### config.mk
export PLATFORM = sky130hd
export DESIGN_NAME = mii_rx_deframer
export DESIGN_NICKNAME = d
export VERILOG_FILES = /design/src/rtl/mii_rx_deframer_pkg.sv /design/src/rtl/mii_rx_deframer_crc32_d8.sv /design/src/rtl/mii_rx_deframer.sv
export SDC_FILE = /design/constraint.sdc
export NUM_CORES = 1
export LEC_CHECK = 0
export CAP_MARGIN = 20
export CORE_UTILIZATION = 50
export DETAILED_ROUTE_END_ITERATION = 10
export MAX_ROUTING_LAYER = met4
export PLACE_DENSITY = 0.67
export SETUP_SLACK_MARGIN = 0.05
export SYNTH_ARGS = -nofsm -noshare
export SYNTH_HDL_FRONTEND = slang
export SYNTH_SLANG_ARGS = --single-unit
export TNS_END_PERCENT = 20
### constraint.sdc
create_clock -name phy_rmii_ref_clk -period 6.5 [get_ports phy_rmii_ref_clk]
set_clock_uncertainty 0.15 [all_clocks]
set_input_delay 1.3 -clock phy_rmii_ref_clk [delete_from_list [all_inputs] [get_ports phy_rmii_ref_clk]]
set_output_delay 1.3 -clock phy_rmii_ref_clk [all_outputs]
set_load 0.02 [all_outputs]
### src/rtl/mii_rx_deframer_pkg.sv
// Shared Ethernet RX/TX definitions: CRC constants, MII nibble codes,
// deframer FSM encoding and the captured MII nibble bundle.
package mii_rx_deframer_pkg;

    localparam logic [31:0] CRC_POLY    = 32'hEDB88320;
    localparam logic [31:0] CRC_INIT    = 32'hFFFFFFFF;
    localparam logic [31:0] CRC_RESIDUE = 32'hDEBB20E3;

    localparam logic [3:0] PRE_NIB = 4'h5;
    localparam logic [3:0] SFD_NIB = 4'hD;

    // Depth of the FCS-stripping delay line (4 FCS bytes + 1 held byte).
    localparam int DL_DEPTH = 5;

    typedef enum logic [2:0] {
        ST_WAIT = 3'd0,
        ST_IDLE = 3'd1,
        ST_PRE  = 3'd2,
        ST_DATA = 3'd3,
        ST_END  = 3'd4
    } rx_state_t;

    typedef struct packed {
        logic       dv;
        logic       er;
        logic [3:0] d;
    } mii_nib_t;

endpackage

### src/rtl/mii_rx_deframer_crc32_d8.sv
// Combinational byte-wise CRC-32 step (reflected, poly 0xEDB88320).
// Ports: crc = current register, data = byte, nxt = updated register.
module mii_rx_deframer_crc32_d8
    import mii_rx_deframer_pkg::*;
(
    input  logic [31:0] crc,
    input  logic [7:0]  data,
    output logic [31:0] nxt
);

    always_comb begin : step
        logic [31:0] c;
        c = crc ^ {24'h0, data};
        for (int i = 0; i < 8; i++) begin
            if (c[0]) begin
                c = {1'b0, c[31:1]} ^ CRC_POLY;
            end else begin
                c = {1'b0, c[31:1]};
            end
        end
        nxt = c;
    end

endmodule

### src/rtl/mii_rx_deframer.sv
// MII RX deframer: strips preamble/SFD and FCS, checks CRC/length/rxer/
// alignment, emits payload bytes and keeps good/bad frame counters.
// Ports: phy_rmii_ref_clk/rstn_async clock and async reset; mii_rxc/
// mii_rxdv/mii_rxer/mii_rxd MII RX input; out_valid/out_data/out_last/
// out_err byte stream; frame_ok_cnt/frame_err_cnt statistics.
module mii_rx_deframer
    import mii_rx_deframer_pkg::*;
#(
    parameter int MIN_LEN = 64,
    parameter int MAX_LEN = 1518,
    parameter int CNT_W   = 16
) (
    input  logic             phy_rmii_ref_clk,
    input  logic             rstn_async,
    input  logic             mii_rxc,
    input  logic             mii_rxdv,
    input  logic             mii_rxer,
    input  logic [3:0]       mii_rxd,
    output logic             out_valid,
    output logic [7:0]       out_data,
    output logic             out_last,
    output logic             out_err,
    output logic [CNT_W-1:0] frame_ok_cnt,
    output logic [CNT_W-1:0] frame_err_cnt
);

    localparam logic [10:0] MIN_L   = 11'(MIN_LEN);
    localparam logic [10:0] MAX_L   = 11'(MAX_LEN);
    localparam logic [10:0] CNT_SAT = 11'h7FF;
    localparam logic [2:0]  DL_FULL = 3'(DL_DEPTH);

    // Reset asserts asynchronously, releases after two clocks.
    logic [1:0] rst_sync;
    logic       rst_n;

    always_ff @(posedge phy_rmii_ref_clk or negedge rstn_async) begin
        if (!rstn_async) begin
            rst_sync <= '0;
        end else begin
            rst_sync <= {rst_sync[0], 1'b1};
        end
    end

    assign rst_n = rst_sync[1];

    // rxc is a data signal here; its rising edge marks a sample point.
    logic     rxc_r;
    logic     smp;
    mii_nib_t nib;

    assign smp = !rxc_r && mii_rxc;
    assign nib = {mii_rxdv, mii_rxer, mii_rxd};

    rx_state_t st, nxt_st;

    logic                      half;
    logic [3:0]                lo_nib;
    logic [7:0]                new_byte;
    logic [DL_DEPTH-1:0][7:0]  dl;
    logic [2:0]                dl_cnt;
    logic [31:0]               crc, crc_nxt;
    logic [10:0]               byte_cnt;
    logic                      rxer_seen;
    logic                      odd;
    logic                      frame_bad;

    logic start, take_lo, take_hi, stop, flush;

    assign new_byte = {nib.d, lo_nib};

    mii_rx_deframer_crc32_d8 u_crc (
        .crc  (crc),
        .data (new_byte),
        .nxt  (crc_nxt)
    );

    // State register
    always_ff @(posedge phy_rmii_ref_clk or negedge rst_n) begin
        if (!rst_n) begin
            st    <= ST_WAIT;
            rxc_r <= 1'b0;
        end else begin
            st    <= nxt_st;
            rxc_r <= mii_rxc;
        end
    end

    // Next-state logic
    always_comb begin
        nxt_st = st;
        unique case (st)
            ST_WAIT: begin
                if (smp && !nib.dv) nxt_st = ST_IDLE;
            end
            ST_IDLE: begin
                if (smp && nib.dv) begin
                    nxt_st = (nib.d == PRE_NIB) ? ST_PRE : ST_WAIT;
                end
            end
            ST_PRE: begin
                if (smp) begin
                    if (!nib.dv) begin
                        nxt_st = ST_WAIT;
                    end else if (nib.d == PRE_NIB) begin
                        nxt_st = ST_PRE;
                    end else if (nib.d == SFD_NIB) begin
                        nxt_st = ST_DATA;
                    end else begin
                        nxt_st = ST_WAIT;
                    end
                end
            end
            ST_DATA: begin
                if (smp && !nib.dv) nxt_st = ST_END;
            end
            ST_END: begin
                nxt_st = ST_IDLE;
            end
            default: begin
                nxt_st = ST_WAIT;
            end
        endcase
    end

    // Control decode
    always_comb begin
        start   = 1'b0;
        take_lo = 1'b0;
        take_hi = 1'b0;
        stop    = 1'b0;
        flush   = 1'b0;
        unique case (st)
            ST_PRE: begin
                start = smp && nib.dv && (nib.d == SFD_NIB);
            end
            ST_DATA: begin
                take_lo = smp && nib.dv && !half;
                take_hi = smp && nib.dv && half;
                stop    = smp && !nib.dv;
            end
            ST_END: begin
                flush = 1'b1;
            end
            default: begin
            end
        endcase
    end

    assign frame_bad = (crc != CRC_RESIDUE) | rxer_seen | odd
                     | (byte_cnt < MIN_L) | (byte_cnt > MAX_L);

    // Datapath, delay line and counters
    always_ff @(posedge phy_rmii_ref_clk or negedge rst_n) begin
        if (!rst_n) begin
            half          <= 1'b0;
            lo_nib        <= '0;
            dl            <= '0;
            dl_cnt        <= '0;
            crc           <= CRC_INIT;
            byte_cnt      <= '0;
            rxer_seen     <= 1'b0;
            odd           <= 1'b0;
            out_valid     <= 1'b0;
            out_data      <= '0;
            out_last      <= 1'b0;
            out_err       <= 1'b0;
            frame_ok_cnt  <= '0;
            frame_err_cnt <= '0;
        end else begin
            out_valid <= 1'b0;
            out_last  <= 1'b0;
            out_err   <= 1'b0;

            if (start) begin
                half      <= 1'b0;
                dl_cnt    <= '0;
                crc       <= CRC_INIT;
                byte_cnt  <= '0;
                rxer_seen <= 1'b0;
                odd       <= 1'b0;
            end

            if (take_lo) begin
                lo_nib    <= nib.d;
                half      <= 1'b1;
                rxer_seen <= rxer_seen | nib.er;
            end

            if (take_hi) begin
                half      <= 1'b0;
                rxer_seen <= rxer_seen | nib.er;
                crc       <= crc_nxt;
                dl        <= {dl[DL_DEPTH-2:0], new_byte};
                if (byte_cnt != CNT_SAT) byte_cnt <= byte_cnt + 11'd1;
                if (dl_cnt == DL_FULL) begin
                    out_valid <= 1'b1;
                    out_data  <= dl[DL_DEPTH-1];
                end else begin
                    dl_cnt <= dl_cnt + 3'd1;
                end
            end

            // A dangling low nibble when rxdv drops is an alignment error.
            if (stop) begin
                odd  <= odd | half;
                half <= 1'b0;
            end

            // Oldest held byte is the last payload byte; the rest is FCS.
            if (flush) begin
                if (byte_cnt >= 11'(DL_DEPTH)) begin
                    out_valid <= 1'b1;
                    out_last  <= 1'b1;
                    out_err   <= frame_bad;
                    out_data  <= dl[DL_DEPTH-1];
                end
                if (frame_bad) begin
                    frame_err_cnt <= frame_err_cnt + CNT_W'(1);
                end else begin
                    frame_ok_cnt  <= frame_ok_cnt + CNT_W'(1);
                end
            end
        end
    end

endmodule

==> metrics.csv <==
metric,value,unit
nFillCells,1050,
cts.htree.levels,4,
cts_buffers,17,
synth_top_area_cell,dfrtp_1,
setup_viol,0,
synth-edff-count,0,
power_density,275,nW/um2
synth_seq_cells,142,
final_hold_viol_count,0,
cp.arrival,4.08,ns
peakVddDrop,190,uV
area_growth,20.5,%
relSlewSlack,41.2,%
gp_congestion,0.856,
grt_pass1_wl,24900,um
rows,41,
synth_area,6700,um2
vias,4738,
ys_seq_area_share,53.7,%
final_cell_mix,"nand2_1 (142), dfrtp_1 (109), xnor2_1 (60)",
wl_per_cell,16.5,um
synth_top_area_share,41.1,%
drt_first_pass_iters,5,
dieArea,13900,um2
antenna_found_initial,0,
postCtsSetupBuffers,0,
cts_root_buf,clkbuf_16,
crit_fanout,47,
antenna_cells,0,
cts_hold_buf,0,
grt_use_total,23.5,%
ys_async_sr_fraction,100,%
core-area,12800,um2
rsz0062_at_grt,no,
status,finished clean,
synth_warnings,0,
final.setup.worst_slack,2.58,ns
grt_overflow,0,
regToRegStartpoint,st[2]$_DFFE_PN0P_,
crit_path_end_kind,register,
crit_start,mii_rxc,
viasPerCell,5.43,
p_leak,0.00361,uW
ant_nets,0,
final_common_cell,nand2_1,
criticalPathCategory,in2reg,
syn-mean-instance-area,10.6,um2
tritoncts,done,
dieHeight,118,um
clk_latency,0.43,ns
drc,0,
cts_resized,0,
fin_crit,3.92,ns
worst_slew_pin_slew,0.880,ns
cp_data_required_time,6.66,ns
power.total,2220,uW
syn-num-nets,649,
cts_sinks,142,
clk_pin_slew,0.06,ns
clockBufferDepth,2,
grt_pass1_vias,4824,
num_io_pins,52,
dpl_worst_slack,2.18,ns
grt_max_degree,52,
fin_crit_sh,60.3,%
placed_area,7360,um2
fmax,255,MHz
drive_gt1_share,15.6,%
dp_hpwl,9480,um
start_util,52.2,%
final.setup.tns,0,ns
synth.distinct_cells,49,
final_max_slew_viol_count,0,
design_area,8070,um2
maxCapViolations,0,
nNetsFinal,702,
synth_area_leaders,"dfrtp_1 (41%), dfstp_2 (13%), nand2_1 (8.0%)",
drtIter0Drc,331,
hp-class,reg2async,
synth_flop_cell,dfrtp_1,
port_buffers,51,
worstSetupStartpointType,input pin,
holdWs,0.169,ns
syn_inst,634,
dieWidth,118,um
routed_wl,14400,um
==> synth_stat cells, drive strengths merged, types with 3 or more instances <==
library cell,number
clkbuf,17
xnor2,69
nand3,25
nor2,36
dfrtp,110
nand4,15
dfstp,32
inv,5
nor4,8
o211ai,4
o31ai,4
mux2,14
ha,6
buf,7
xor2,35
nor3b,3
o21ai,17
and4,6
and4bb,3
a21oi,24
o22a,12
nor3,7
and3,6
nand2,142
and2,3
==> final cells by class <==
class / instances / area, um2 / area share (%)
Clock buffer: 22 / 494 / 6.13
Clock inverter: 10 / 181 / 2.25
Inverter: 5 / 18.8 / 0.233
Multi-Input combinational cell: 463 / 2980 / 36.9
Sequential cell: 142 / 3600 / 44.6
Tap cell: 172 / 215 / 2.67
Timing Repair Buffer: 58 / 583 / 7.23
==> per-layer routing <==
layer	global-route usage, %	vias to the layer above	share of wire (%)	routed length (um)
li1	-	2259	-	-
met1	31.5	2369	47	6820
met4	8.41	0	1.6	229
met5	-	-	0	0
met2	35.0	89	47	6830
met3	5.57	21	3.8	548
==> kinds of logic (layout without fill, tap and decap cells) <==
kind of cell             after synthesis  in the layout  share of synthesized area [%]
AND/OR/NAND/NOR                      268            268                           19.0
flip-flops                           142            142                           53.7
XOR/XNOR                             104            104                           14.9
AO/OA/AOI/OAI                         70             70                           7.05
buffers and inverters                 29             95                           1.87
multiplexers                          14             14                           2.35
adder cells (fa/ha/maj)                6              6                           1.12
other                                  1              1                         0.0560
==> worst max-delay path, cell delays in order <==
cell             delay [ns]
clkdlybuf4s50_1        0.50
and4bb_2               0.29
nand4_1                0.57
buf_4                  0.53
o22ai_2                0.48
mux2_2                 0.39
==> path summary, 6_finish.rpt <==
path / to / cells past startpoint / slack, ns
setup / recovery: out_data[2]$_DFF_PN0_ / 6 / 2.58
hold / removal: byte_cnt[8]$_DFF_PN0_ / 0 / 0.17
setup reg to reg: out_data[2]$_DFF_PN0_ / 5 / 3.41
hold reg to reg: byte_cnt[8]$_DFF_PN0_ / 0 / 0.17
max in group asynchronous: frame_ok_cnt[8]$_DFFE_PN0P_ / 1 / 5.02
min in group phy_rmii_ref_clk: rst_sync[1]$_DFF_PN0_ / 0 / 0.21
==> registers in the layout, indices dropped and copies added (netlist names), 2 cells and up <==
register	cells
dl	40
st	3
out_data	8
lo_nib	4
crc	32
rst_sync	2
frame_ok_cnt	16
frame_err_cnt	16
dl_cnt	3
byte_cnt	11
==> per-stage QoR <==
stage / cells / utilization (%)
6_report: 872 / 62.9
2_1_floorplan: 634 / -
3_3_place_gp: 839 / 57.4
5_1_grt: 872 / 62.9
4_1_cts: 871 / 62.7
3_5_place_dp: 839 / 57.4
==> report_power, final <==
group	total, uW	switching [uW]	internal [uW]
logic	194	107	87.0
clock network	1100	372	731
registers	922	20.7	902
No activity file was read; power rests on OpenSTA's default activity.
==> RTL edit: new RTL, config.mk and constraints unchanged <==
`CNT_W`: 16 -> 32.
--- a/src/rtl/mii_rx_deframer.sv
+++ b/src/rtl/mii_rx_deframer.sv
@@ -9,5 +9,5 @@
     parameter int MIN_LEN = 64,
     parameter int MAX_LEN = 1518,
-    parameter int CNT_W   = 16
+    parameter int CNT_W   = 32
 ) (
     input  logic             phy_rmii_ref_clk,
Interface: changed (resized frame_err_cnt and frame_ok_cnt); port bits go from 52 to 84. No check against the original RTL was run, so the function may have changed too.
==> RTL edit against the original RTL <==
Core utilization is 0.95 points lower; register-to-register slack gained 0.27 ns; worst setup slack better by 0.31 ns; cell count rose by 26%; design area is 24% higher; area after synthesis increased by 25%; wire length is 23% higher; sequential cell count is 32 higher.
Power is not compared: it rests on default switching activity, and its combinational part moved more than twofold at a synthesized area within 25%.
==> RTL edit: results (changes against the original RTL) <==
Reg2reg end -> frame_ok_cnt[1]$_DFFE_PN0P_
Reg-to-reg startpoint -> crc[23]$_DFFE_PN1P_
Outcome -> complete, no violations
Largest net degree at the start of global routing -> 72 (+38%)
Setup bufs post-CTS -> 0 (unchanged)
Vias in the first global route -> 5854 (+21%)
CP Max Fanout -> 50 (+6.4%)
Min Clock Period, post-route -> 3.610 ns (-0.3087 ns)
N_diodes -> 0 (unchanged)
Largest Register -> dl
Primary FF master, synth -> dfrtp_1
Cell family with most CP delay -> simple AND/OR/NAND/NOR gates
Largest stage delay, worst path -> 0.68 ns (+0.11 ns)
Critical Path End -> dl_cnt[0]$_DFF_PN0_
Worst reg2reg setup slack -> 3.68 ns (+0.27 ns)
Hpwl dp -> 11750 um (+24%)
Vias post-DR -> 6020 (+27%)
Share of cells above drive strength 1 -> 11.66% (-3.9 points)
DP Worst Slack -> 2.303 ns (+0.1245 ns)
Fillers -> 1328 (+26%)
Crit path DAT -> 3.76 ns (-0.32 ns)
Post-synth cell types -> 56 (+14%)
Syn nets -> 808 (+24%)
Post-synth top cells -> nand2_1, dfrtp_1, xnor2_1
NumNets Final -> 885 (+26%)
Register area share after synthesis -> 52.58% (-1.1 points)
Drt first pass iters -> 4 (-1)
Top cells by area, synth -> dfrtp_1, dfstp_2, xnor2_1, nand2_1, xor2_1
Worst setup path start -> mii_rxdv
Clk buf depth -> 2 (unchanged)
PortBufs -> 83 (+63%)
H-Tree Level Count -> 4 (unchanged)
Critical-path top delay cell -> nor3_4
Gr usage total -> 22.09% (-1.4 points)
Iter 0 DRT Violations -> 374 (+13%)
Max_slew headroom -> 38.08% (-3.1 points)
Placed inst area -> 9370 um^2 (+27%)
Routed length per placed instance -> 16.10 um (-2.7%)
Initial antenna violation count -> 0 (unchanged)
R2r worst-path depth -> 6 (+1)
First-pass GRT wire length -> 29860 um (+20%)
## RTL edit: cell count changes in the layout (fill, tap and decap cells not counted), moves of 6 or more
cell             delta
nand4_1            +18
xnor2_1            +12
dfrtp_1            +32
clkdlybuf4s50_1    +32
nor2_1              +6
nor3_1             +11
nor4_1             +17
nand2_1            +10
inv_1               +6
and3_1             +10
nand3_1            +10
xor2_1             +17
## RTL edit: worst min path at each step
stage | slack [ns] | endpoint | cells after the start | from
finish | 0.18 | frame_ok_cnt[26]$_DFFE_PN0P_ | 0 | rst_sync[1]$_DFF_PN0_
floorplan | 0.18 | rst_sync[1]$_DFF_PN0_ | 0 | rst_sync[0]$_DFF_PN0_
detailed placement | 0.19 | rst_sync[1]$_DFF_PN0_ | 0 | rst_sync[0]$_DFF_PN0_
global placement | 0.19 | rst_sync[1]$_DFF_PN0_ | 0 | rst_sync[0]$_DFF_PN0_
CTS | 0.20 | rst_sync[1]$_DFF_PN0_ | 0 | rst_sync[0]$_DFF_PN0_
global route | 0.21 | rst_sync[1]$_DFF_PN0_ | 0 | rst_sync[0]$_DFF_PN0_
## RTL edit: layer usage
layer	GRT usage, %	wire [um]	vias to the layer above
met5	-	0	-
met4	7.041	210	0
met3	3.742	699	20
met2	32.48	8207	164
met1	31.27	8571	2967
li1	-	-	2869
## RTL edit: layout make-up
type / count / area share [%]
clock buffers: 21 / 4.511
multi-input cells: 576 / 37.98
flip-flops and latches: 174 / 44.05
clock inverters: 11 / 1.090
repair buffers: 90 / 9.248
inverters: 11 / 0.4135
well taps: 216 / 2.707
## RTL edit: cells by family (layout without fill, tap and decap cells)
logic type               Yosys count  after routing  synth area share (%)
AO/OA/AOI/OAI                     61             61                 4.701
XOR/XNOR                         135            135                 16.01
adder cells (fa/ha/maj)            6              6                0.8983
buffers and inverters             43            133                 2.216
flip-flops                       174            174                 52.58
multiplexers                      17             17                 2.246
other                              1              1               0.04487
AND/OR/NAND/NOR                  356            356                 21.31
## RTL edit: report_power, final
| part | internal [uW] | total, uW | switching (uW) |
|---|---|---|---|
| Sequential | 1160 | 1220 | 64.6 |
| Combinational | 226 | 477 | 251 |
| Clock | 542 | 972 | 430 |
| Total | 1930 | 2670 | 746 |
## RTL edit: metrics by stage
step,power [uW],utilization [%],instances
2_1_floorplan,1612,-,793
3_3_place_gp,1701,58.14,1065
3_5_place_dp,1715,58.14,1065
4_1_cts,2691,61.61,1097
5_1_grt,2787,61.96,1099
6_report,2673,61.96,1099
